===== src/rtl/part_two_result_serializer.sv =====
// Captures partTwo results into a small FIFO and streams each byte MSB-first over valid/ready.
// Defining PART_TWO_PARITY_EN appends an even-parity bit to every frame.
module part_two_result_serializer #(
    parameter int unsigned WIDTH = 8,
    parameter int unsigned DEPTH = 4
) (
    input  logic                     clk,
    input  logic                     rst_n,
    input  logic [WIDTH-1:0]         y,
    input  logic                     y_valid,
    output logic                     y_ready,
    output logic                     tx_data,
    output logic                     tx_valid,
    output logic                     tx_last,
    input  logic                     tx_ready,
    output logic [$clog2(DEPTH):0]   count,
    output logic                     overflow
);

    localparam int unsigned PTR_W = $clog2(DEPTH);
    localparam int unsigned CNT_W = PTR_W + 1;
    localparam int unsigned BIT_W = (WIDTH > 1) ? $clog2(WIDTH) : 1;

    localparam logic [1:0] ST_IDLE   = 2'd0;
    localparam logic [1:0] ST_SHIFT  = 2'd1;
`ifdef PART_TWO_PARITY_EN
    localparam logic [1:0] ST_PARITY = 2'd2;
`endif

    logic [WIDTH-1:0] mem_q [DEPTH];
    logic [WIDTH-1:0] mem_d [DEPTH];
    logic [PTR_W-1:0] wr_ptr_q, wr_ptr_d;
    logic [PTR_W-1:0] rd_ptr_q, rd_ptr_d;
    logic [CNT_W-1:0] count_q, count_d;
    logic [WIDTH-1:0] sh_q, sh_d;
    logic [BIT_W-1:0] bit_cnt_q, bit_cnt_d;
    logic [1:0]       state_q, state_d;
    logic             overflow_q, overflow_d;
    logic             tx_data_q, tx_data_d;
    logic             tx_valid_q, tx_valid_d;
    logic             tx_last_q, tx_last_d;
`ifdef PART_TWO_PARITY_EN
    logic             parity_q, parity_d;
`endif
    logic             not_full;
    logic             push;
    logic             pop;

    // FIFO bookkeeping; readiness uses the pre-edge count so a full write is dropped even on a pop
    always_comb begin
        not_full   = (count_q != CNT_W'(DEPTH));
        push       = y_valid && not_full;
        pop        = (state_q == ST_IDLE) && (count_q != '0);
        mem_d      = mem_q;
        wr_ptr_d   = wr_ptr_q;
        rd_ptr_d   = rd_ptr_q;
        overflow_d = overflow_q || (y_valid && !not_full);
        if (push) begin
            mem_d[wr_ptr_q] = y;
            wr_ptr_d        = wr_ptr_q + PTR_W'(1);
        end
        if (pop) begin
            rd_ptr_d = rd_ptr_q + PTR_W'(1);
        end
        count_d = count_q + CNT_W'(push) - CNT_W'(pop);
    end

    // Serializer FSM; tx outputs are registered from the next-state values
    always_comb begin
        state_d   = state_q;
        sh_d      = sh_q;
        bit_cnt_d = bit_cnt_q;
`ifdef PART_TWO_PARITY_EN
        parity_d  = parity_q;
`endif
        case (state_q)
            ST_IDLE: begin
                if (pop) begin
                    sh_d      = mem_q[rd_ptr_q];
                    bit_cnt_d = BIT_W'(WIDTH - 1);
                    state_d   = ST_SHIFT;
`ifdef PART_TWO_PARITY_EN
                    parity_d  = ^mem_q[rd_ptr_q];
`endif
                end
            end
            ST_SHIFT: begin
                if (tx_ready) begin
                    sh_d      = sh_q << 1;
                    bit_cnt_d = bit_cnt_q - BIT_W'(1);
                    if (bit_cnt_q == '0) begin
`ifdef PART_TWO_PARITY_EN
                        state_d = ST_PARITY;
`else
                        state_d = ST_IDLE;
`endif
                    end
                end
            end
`ifdef PART_TWO_PARITY_EN
            ST_PARITY: begin
                if (tx_ready) begin
                    state_d = ST_IDLE;
                end
            end
`endif
            default: state_d = ST_IDLE;
        endcase

        tx_valid_d = (state_d != ST_IDLE);
`ifdef PART_TWO_PARITY_EN
        tx_data_d  = ((state_d == ST_SHIFT) && sh_d[WIDTH-1]) || ((state_d == ST_PARITY) && parity_d);
        tx_last_d  = (state_d == ST_PARITY);
`else
        tx_data_d  = (state_d == ST_SHIFT) && sh_d[WIDTH-1];
        tx_last_d  = (state_d == ST_SHIFT) && (bit_cnt_d == '0);
`endif
    end

    always_ff @(posedge clk or negedge rst_n) begin
        if (!rst_n) begin
            wr_ptr_q   <= '0;
            rd_ptr_q   <= '0;
            count_q    <= '0;
            sh_q       <= '0;
            bit_cnt_q  <= '0;
            state_q    <= ST_IDLE;
            overflow_q <= 1'b0;
            tx_data_q  <= 1'b0;
            tx_valid_q <= 1'b0;
            tx_last_q  <= 1'b0;
`ifdef PART_TWO_PARITY_EN
            parity_q   <= 1'b0;
`endif
        end else begin
            wr_ptr_q   <= wr_ptr_d;
            rd_ptr_q   <= rd_ptr_d;
            count_q    <= count_d;
            sh_q       <= sh_d;
            bit_cnt_q  <= bit_cnt_d;
            state_q    <= state_d;
            overflow_q <= overflow_d;
            tx_data_q  <= tx_data_d;
            tx_valid_q <= tx_valid_d;
            tx_last_q  <= tx_last_d;
`ifdef PART_TWO_PARITY_EN
            parity_q   <= parity_d;
`endif
        end
    end

    // Storage array carries no reset; only the pointers define occupancy
    always_ff @(posedge clk) begin
        mem_q <= mem_d;
    end

    assign y_ready  = not_full;
    assign tx_data  = tx_data_q;
    assign tx_valid = tx_valid_q;
    assign tx_last  = tx_last_q;
    assign count    = count_q;
    assign overflow = overflow_q;

endmodule


===== config.mk =====
export PLATFORM = sky130hd
export DESIGN_NAME = part_two_result_serializer
export DESIGN_NICKNAME = d
export VERILOG_FILES = /design/src/rtl/part_two_result_serializer.sv
export SDC_FILE = /design/constraint.sdc
export NUM_CORES = 1
export LEC_CHECK = 0
export ABC_CLOCK_PERIOD_IN_PS = 2950
export CAP_MARGIN = 10
export CORE_MARGIN = 2
export CORE_UTILIZATION = 59
export CTS_BUF_LIST = sky130_fd_sc_hd__clkbuf_2 sky130_fd_sc_hd__clkbuf_4 sky130_fd_sc_hd__clkbuf_8
export CTS_CLUSTER_DIAMETER = 30
export DETAILED_ROUTE_END_ITERATION = 10
export PLACE_DENSITY_LB_ADDON = 0.05
export SETUP_SLACK_MARGIN = 0.1
export SLEW_MARGIN = 20
export SYNTH_ARGS = -nofsm -noshare
export SYNTH_HDL_FRONTEND = slang
export SYNTH_SLANG_ARGS = --single-unit

===== constraint.sdc =====
create_clock -name clk -period 2.95 [get_ports clk]
set_input_delay 0.7375 -clock clk [delete_from_list [all_inputs] [get_ports clk]]
set_output_delay 0.7375 -clock clk [all_outputs]
set_load 0.1 [all_outputs]

==> results.md, run 1 <==
- DIE WIDTH: 66.9 µm
- post-synthesis compound-gate area fraction: 0.0772
- Worst setup EP type: register
- number of enable-type register cells in the synthesized netlist: 32
- Max Slew Vio Count: 0
- startpoint of the most critical hold path: overflow$_DFF_PN0_
- instance count after placement with tap cells included: 209
- DR vias: 1197
- critical-path maximum fanout: 9
- post-synthesis net count: 166
- number of library cell types mapped by synthesis: 35
- vertical extent of the die: 66.9 µm
- max capacitance violation total: 0
- routability congestion estimate from global placement: 0.763
- clock-pin slew on the worst setup and hold paths: 0.09 ns
- fmax: 395 MHz
- adder-cell share of the synthesized area: 0.0515
- main combinational cell family by area after synthesis: multiplexers
- number of instances in the synthesized netlist: 145
- dpl cell area: 0.00254 mm²
- average instance area after synthesis: 16.1 µm²
- sequential fraction of the synthesis area: 0.669
- beginning of the critical path: count[2]$_DFF_PN0_
- r2r setup slk: 0.42 ns
- classification of the worst setup path: register to register
- via count of the first global-routing pass: 1243
- fraction of synthesized area in multiplexers: 0.0820
- Yosys reg bits: 56
- number of antenna violations at the first check in global routing: 0
- total negative slack for setup checks: 0 ns
- CTS tree: built
- Max Buffers Root-to-Sink: 2
- H-tree levels: 2
- Final setup violation count: 0
- clk root buf: clkbuf_8
- GRT Residual Overflow: 0
- number of buffers added for setup after CTS: 0
- Worst Reg2Reg Path Length in Cells: 9
- leakage dissipation: 1.11 nW
- share of async-settable or async-resettable flops after synthesis: 0.429
- Warnings, synthesis: 0
- RSZ-0062 raised after global routing: no
- main flop type after synthesis: edfxtp_1
- drt total wl: 3490 µm
- CTS buffer count: 5
- Power Dens Cells: 1060 mW/mm²
- Via-to-Cell Ratio: 5.52
- required arrival time at the worst endpoint: 3.14 ns
- actual slew at the worst max-slew pin: 0.684 ns
- pin count of the biggest net entering global routing: 25
- total power after layout: 2.80 mW
- Peak VDD IR: 0.000841 V
- status: complete, no violations
- count of cells resized by post-cts repair: 0
- total core area: 0.00374 mm²
- final instance count without filler cells: 217
- count of port buffers added during placement: 19
- initial core utilization: 0.623
- overall routing resource usage: 0.190
- Diodes inserted: 0
- startpoint class of the critical path: register
- quantity of hold-fixing buffers added after cts: 0
- area growth from synthesis to layout: 13.7%
- fraction of layout cells with a size suffix above 1: 0.213
- Simple-Gate Fraction of Synth Area: 0.0665
- starting DRC count in detailed routing: 74
- die footprint: 0.00447 mm²
- estimated wirelength of the detail-placed design: 2480 µm
- XOR/XNOR share of the synthesized area: 0.0188
- HP Class: register to register
- Final Hold Slack: 0.472 ns
- number of core rows: 22
- routed len/inst: 16.1 µm
- finished layout cell area: 0.00265 mm²
- final clock period utilization by the worst path: 0.857
- ports placed on the boundary: 20
- Total Nets Final: 189
- worst relative slew slack: 0.539
- insertion delay of the later-clocked pin in the worst-skew pair: 0.31 ns
- setup skew after layout: 0.0104 ns
- capturing point of the worst reg2reg path: count[2]$_DFF_PN0_
- Post-route DRC: 0
- startpoint of the lowest-slack register-to-register path: count[2]$_DFF_PN0_
- final worst path period need: 2.53 ns
- wire length of the first global-routing pass: 6030 µm
- Final ANT Viol Nets: 0
- total number of clock tree sinks: 56
- number of hold violations in the final report: 0
- Detailed Routing Iterations Pass 1: 4
- post-synth design cell area: 0.00233 mm²
- arrival time of data at the critical path endpoint: 2.72 ns
- number of instances on the worst hold path: 1
- Worst Hold Endpoint: overflow$_DFF_PN0_
==> cell usage after synthesis (4+ instances only) <==
master,instances,area (µm²)
edfxtp_1,32,961
a21o_1,6,45.0
and3_1,5,31.3
dfrtp_1,24,601
mux4_2,8,180
xnor2_1,4,35.0
ha_1,8,100
a22o_1,6,52.6
nand2_1,8,30.0
o21ai_0,5,25.0
inv_1,10,37.5
==> sequential cells by signal, indices dropped and copies added, names as in the netlist <==
signal / flops
bit_cnt_q: 3
count: 3
mem_q: 32
overflow: 1
rd_ptr_q: 2
sh_q: 8
state_q: 2
tx_data: 1
tx_last: 1
tx_valid: 1
wr_ptr_q: 2
==> cell type report <==
cell class | instances | area, µm²
Clock buffer | 6 | 76.3
Clock inverter | 2 | 35.0
Inverter | 11 | 42.5
Timing Repair Buffer | 20 | 178
Fill cell | 252 | 1090
Sequential cell | 56 | 1570
Tap cell | 48 | 60.1
Multi-Input combinational cell | 74 | 697
==> through the flow <==
step / util / setup slack, ns
4_1_cts: 0.709 / 0.395
3_3_place_gp: 0.679 / 0.286
6_report: 0.709 / 0.421
3_5_place_dp: 0.679 / 0.224
2_1_floorplan: - / 0.139
5_1_grt: 0.709 / 0.267
==> worst max path at each step <==
stage,endpoint
after global routing,count[2]$_DFF_PN0_
after detailed placement,count[2]$_DFF_PN0_
final,count[2]$_DFF_PN0_
after floorplan,count[2]$_DFF_PN0_
after global placement,count[2]$_DFF_PN0_
after CTS,count[2]$_DFF_PN0_
==> layout by cell type, fill, tap and decap left out, types with 3 or more instances in the layout <==
master and count:
o21ai_0 5, dfrtp_1 21, inv_1 10, ha_1 8, buf_4 9, a21o_1 6
mux4_2 8, clkbuf_8 5, a22o_1 6, edfxtp_1 32, clkdlybuf4s50_1 11, dfrtp_2 3
and3_1 5, xnor2_1 4, nand2_1 7
==> metal layers <==
layer	up-vias	track usage	part of all wire
li1	580	-	-
met1	592	0.254	0.46
met2	23	0.306	0.50
met5	-	0	0
met3	2	0.0355	0.036
met4	0	0.0842	0.0060
==> power breakdown <==
group	total [mW]	leakage, nW	internal (mW)	switching [mW]
combinational	1.05	0.483	0.397	0.653
sequential	1.26	0.573	1.08	0.184
clock	0.494	0.0548	0.261	0.234
total	2.80	1.11	1.73	1.07
==> critical path, cell delays in order, from the launching register on <==
cell	delay, ns
dfrtp_2	0.46
nor3_1	0.19
or3_1	0.34
clkinv_2	0.23
ha_1	0.33
inv_1	0.04
ha_1	0.18
fa_1	0.37
xor2_1	0.16
xnor2_1	0.13
==> kinds of logic (layout without fill, tap and decap cells) <==
kind of cell             Yosys count  count (layout)
adder cells (fa/ha/maj)            9               9
AO/OA/AOI/OAI                     23              23
XOR/XNOR                           5               5
buffers and inverters             15              39
multiplexers                       9               9
AND/OR/NAND/NOR                   27              27
other                              1               1
flip-flops                        56              56
No activity file was read; power rests on OpenSTA's default activity.
==> inputs of run 2 (changes only) <==
Settings changed: ABC_CLOCK_PERIOD_IN_PS 2950 to 2600, CTS_CLUSTER_SIZE set to 25, PLACE_DENSITY set to 0.89, PLACE_DENSITY_LB_ADDON 0.05 to not set.
Clock period 2.95 ns to 2.6 ns, I/O delays scaled along.
==> results.md, run 2 (synthesis results as in run 1) <==
- status: complete, no violations
- number of buffers added for setup after CTS: 0
- clock-pin slew on the worst setup and hold paths: 0.11 ns
- total negative slack for setup checks: 0 ns
- family of cells with the greatest summed delay on the critical path: adder cells
- critical path's largest stage delay: 0.54 ns
- overall routing resource usage: 0.205
- final clock period utilization by the worst path: 0.892
- number of antenna violations at the first check in global routing: 0
- total net switching power: 1.26 mW
- core occupancy in the finished layout: 0.711
- leakage dissipation: 1.12 nW
- Power Dens Cells: 1180 mW/mm²
- Max Buffers Root-to-Sink: 2
- max capacitance violation total: 0
- quantity of hold-fixing buffers added after cts: 0
- DIE WIDTH: 66.9 µm
- critical-path maximum fanout: 9
- Post-route DRC: 0
- instance count after placement with tap cells included: 211
- worst relative slew slack: 0.551
- internal power summed over all cells: 1.89 mW
- clk root buf: clkbuf_8
- Max Slew Vio Count: 0
- classification of the worst setup path: register to register
- Final Hold Slack: 0.489 ns
- register with the most flip-flops: mem_q
- final instance count without filler cells: 219
- r2r setup slk: 0.28 ns
- Total Nets Final: 191
- die footprint: 0.00447 mm²
- final worst path period need: 2.32 ns
- Detailed Routing Iterations Pass 1: 4
- dpl cell area: 0.00257 mm²
- Final ANT Viol Nets: 0
- CTS buffer count: 5
- Final setup violation count: 0
- routability congestion estimate from global placement: 0.689
- number of hold violations in the final report: 0
- total power after layout: 3.15 mW
- setup slack after layout: 0.282 ns
- fmax: 431 MHz
- ordered list of cells on the worst path: nor3_1 > or3_1 > clkinv_2 > ha_1 > inv_1 > ha_1 > fa_1 > xor2_1 > xnor2_1
- initial core utilization: 0.623
- HP Class: register to register
- routed len/inst: 17.5 µm
- fraction of layout cells with a size suffix above 1: 0.222
- slowest library cell on the worst path: dfrtp_4
- sequential power share: 0.463
- Diodes inserted: 0
- Worst setup EP type: register
- CP bufs+invs: 2
- number of core rows: 22
- starting DRC count in detailed routing: 119
- insertion delay of the later-clocked pin in the worst-skew pair: 0.31 ns
- setup skew after layout: 0.0147 ns
- most repeated library cell on the critical path: ha_1
- drt total wl: 3840 µm
- GRT Residual Overflow: 0
- combinational fraction of design power: 0.388
- H-tree levels: 2
- via count of the first global-routing pass: 1328
- RSZ-0062 raised after global routing: no
- number of flip-flops in the largest register: 32
- total number of clock tree sinks: 56
- pin count of the biggest net entering global routing: 25
- startpoint class of the critical path: register
- DR vias: 1268
- clock network fraction of total power: 0.149
- largest registers: mem_q x32, sh_q x8
- total core area: 0.00374 mm²
- leading cell types in the layout, fill and taps excluded: edfxtp_1 (32), dfrtp_1 (21), clkdlybuf4s50_1 (11), buf_4 (11), inv_1 (10)
- finished layout cell area: 0.00266 mm²
- CTS tree: built
- required arrival time at the worst endpoint: 2.81 ns
- switch share: 0.401
- area growth from synthesis to layout: 14.0%
- estimated wirelength of the detail-placed design: 2680 µm
- wire length of the first global-routing pass: 6510 µm
- actual slew at the worst max-slew pin: 0.667 ns
- arrival time of data at the critical path endpoint: 2.53 ns
- vertical extent of the die: 66.9 µm
- count of port buffers added during placement: 19
- Worst Setup Slack post-DPL: 0.0581 ns
- ports placed on the boundary: 20
- count of cells resized by post-cts repair: 0
- Peak VDD IR: 0.000730 V
- Via-to-Cell Ratio: 5.79
- most common library cell in the layout ignoring fill and taps: edfxtp_1
-- run 2: cell types whose count changed in the layout (fill, tap and decap cells not counted), sizes merged --
cell | before | now
buf | 9 | 11
clkbuf | 6 | 5
inv | 10 | 11
bufinv | 1 | 0
clkinv | 1 | 2
-- run 2: power groups by stage --
| stage | Sequential [mW] | Clock, mW | Combinational [mW] |
|---|---|---|---|
| global placement | 1.45 | 0 | 1.18 |
| CTS | 1.46 | 0.477 | 1.23 |
| global route | 1.49 | 0.515 | 1.31 |
| finish | 1.46 | 0.470 | 1.22 |
| floorplan | 1.69 | 0 | 0.721 |
| detailed placement | 1.48 | 0 | 1.23 |
-- run 2: path summary, 6_finish.rpt --
check | start | to | cells past startpoint
hold / removal | sh_q[2]$_DFFE_PN0P_ | sh_q[2]$_DFFE_PN0P_ | 1
setup / recovery | count[2]$_DFF_PN0_ | count[2]$_DFF_PN0_ | 9
min in group asynchronous | rst_n | state_q[1]$_DFF_PN0_ | 2
max in group asynchronous | rst_n | count[0]$_DFF_PN0_ | 2
hold reg to reg | sh_q[2]$_DFFE_PN0P_ | sh_q[2]$_DFFE_PN0P_ | 1
setup reg to reg | count[2]$_DFF_PN0_ | count[2]$_DFF_PN0_ | 9
-- run 2: area by class of cell --
type	count	area [µm²]
flip-flops and latches	56	1570
fillers	244	1080
multi-input cells	74	702
repair buffers	22	193
clock buffers	5	68.8
well taps	48	60.1
inverters	11	42.5
clock inverters	3	22.5
-- run 2: layer usage --
layer / track usage / part of all wire / routed length [µm]
met1: 0.259 / 0.43 / 1650
met2: 0.355 / 0.53 / 2050
met3: 0.0456 / 0.027 / 105
met4: 0.0638 / 0.0081 / 31
met5: 0 / 0 / 0
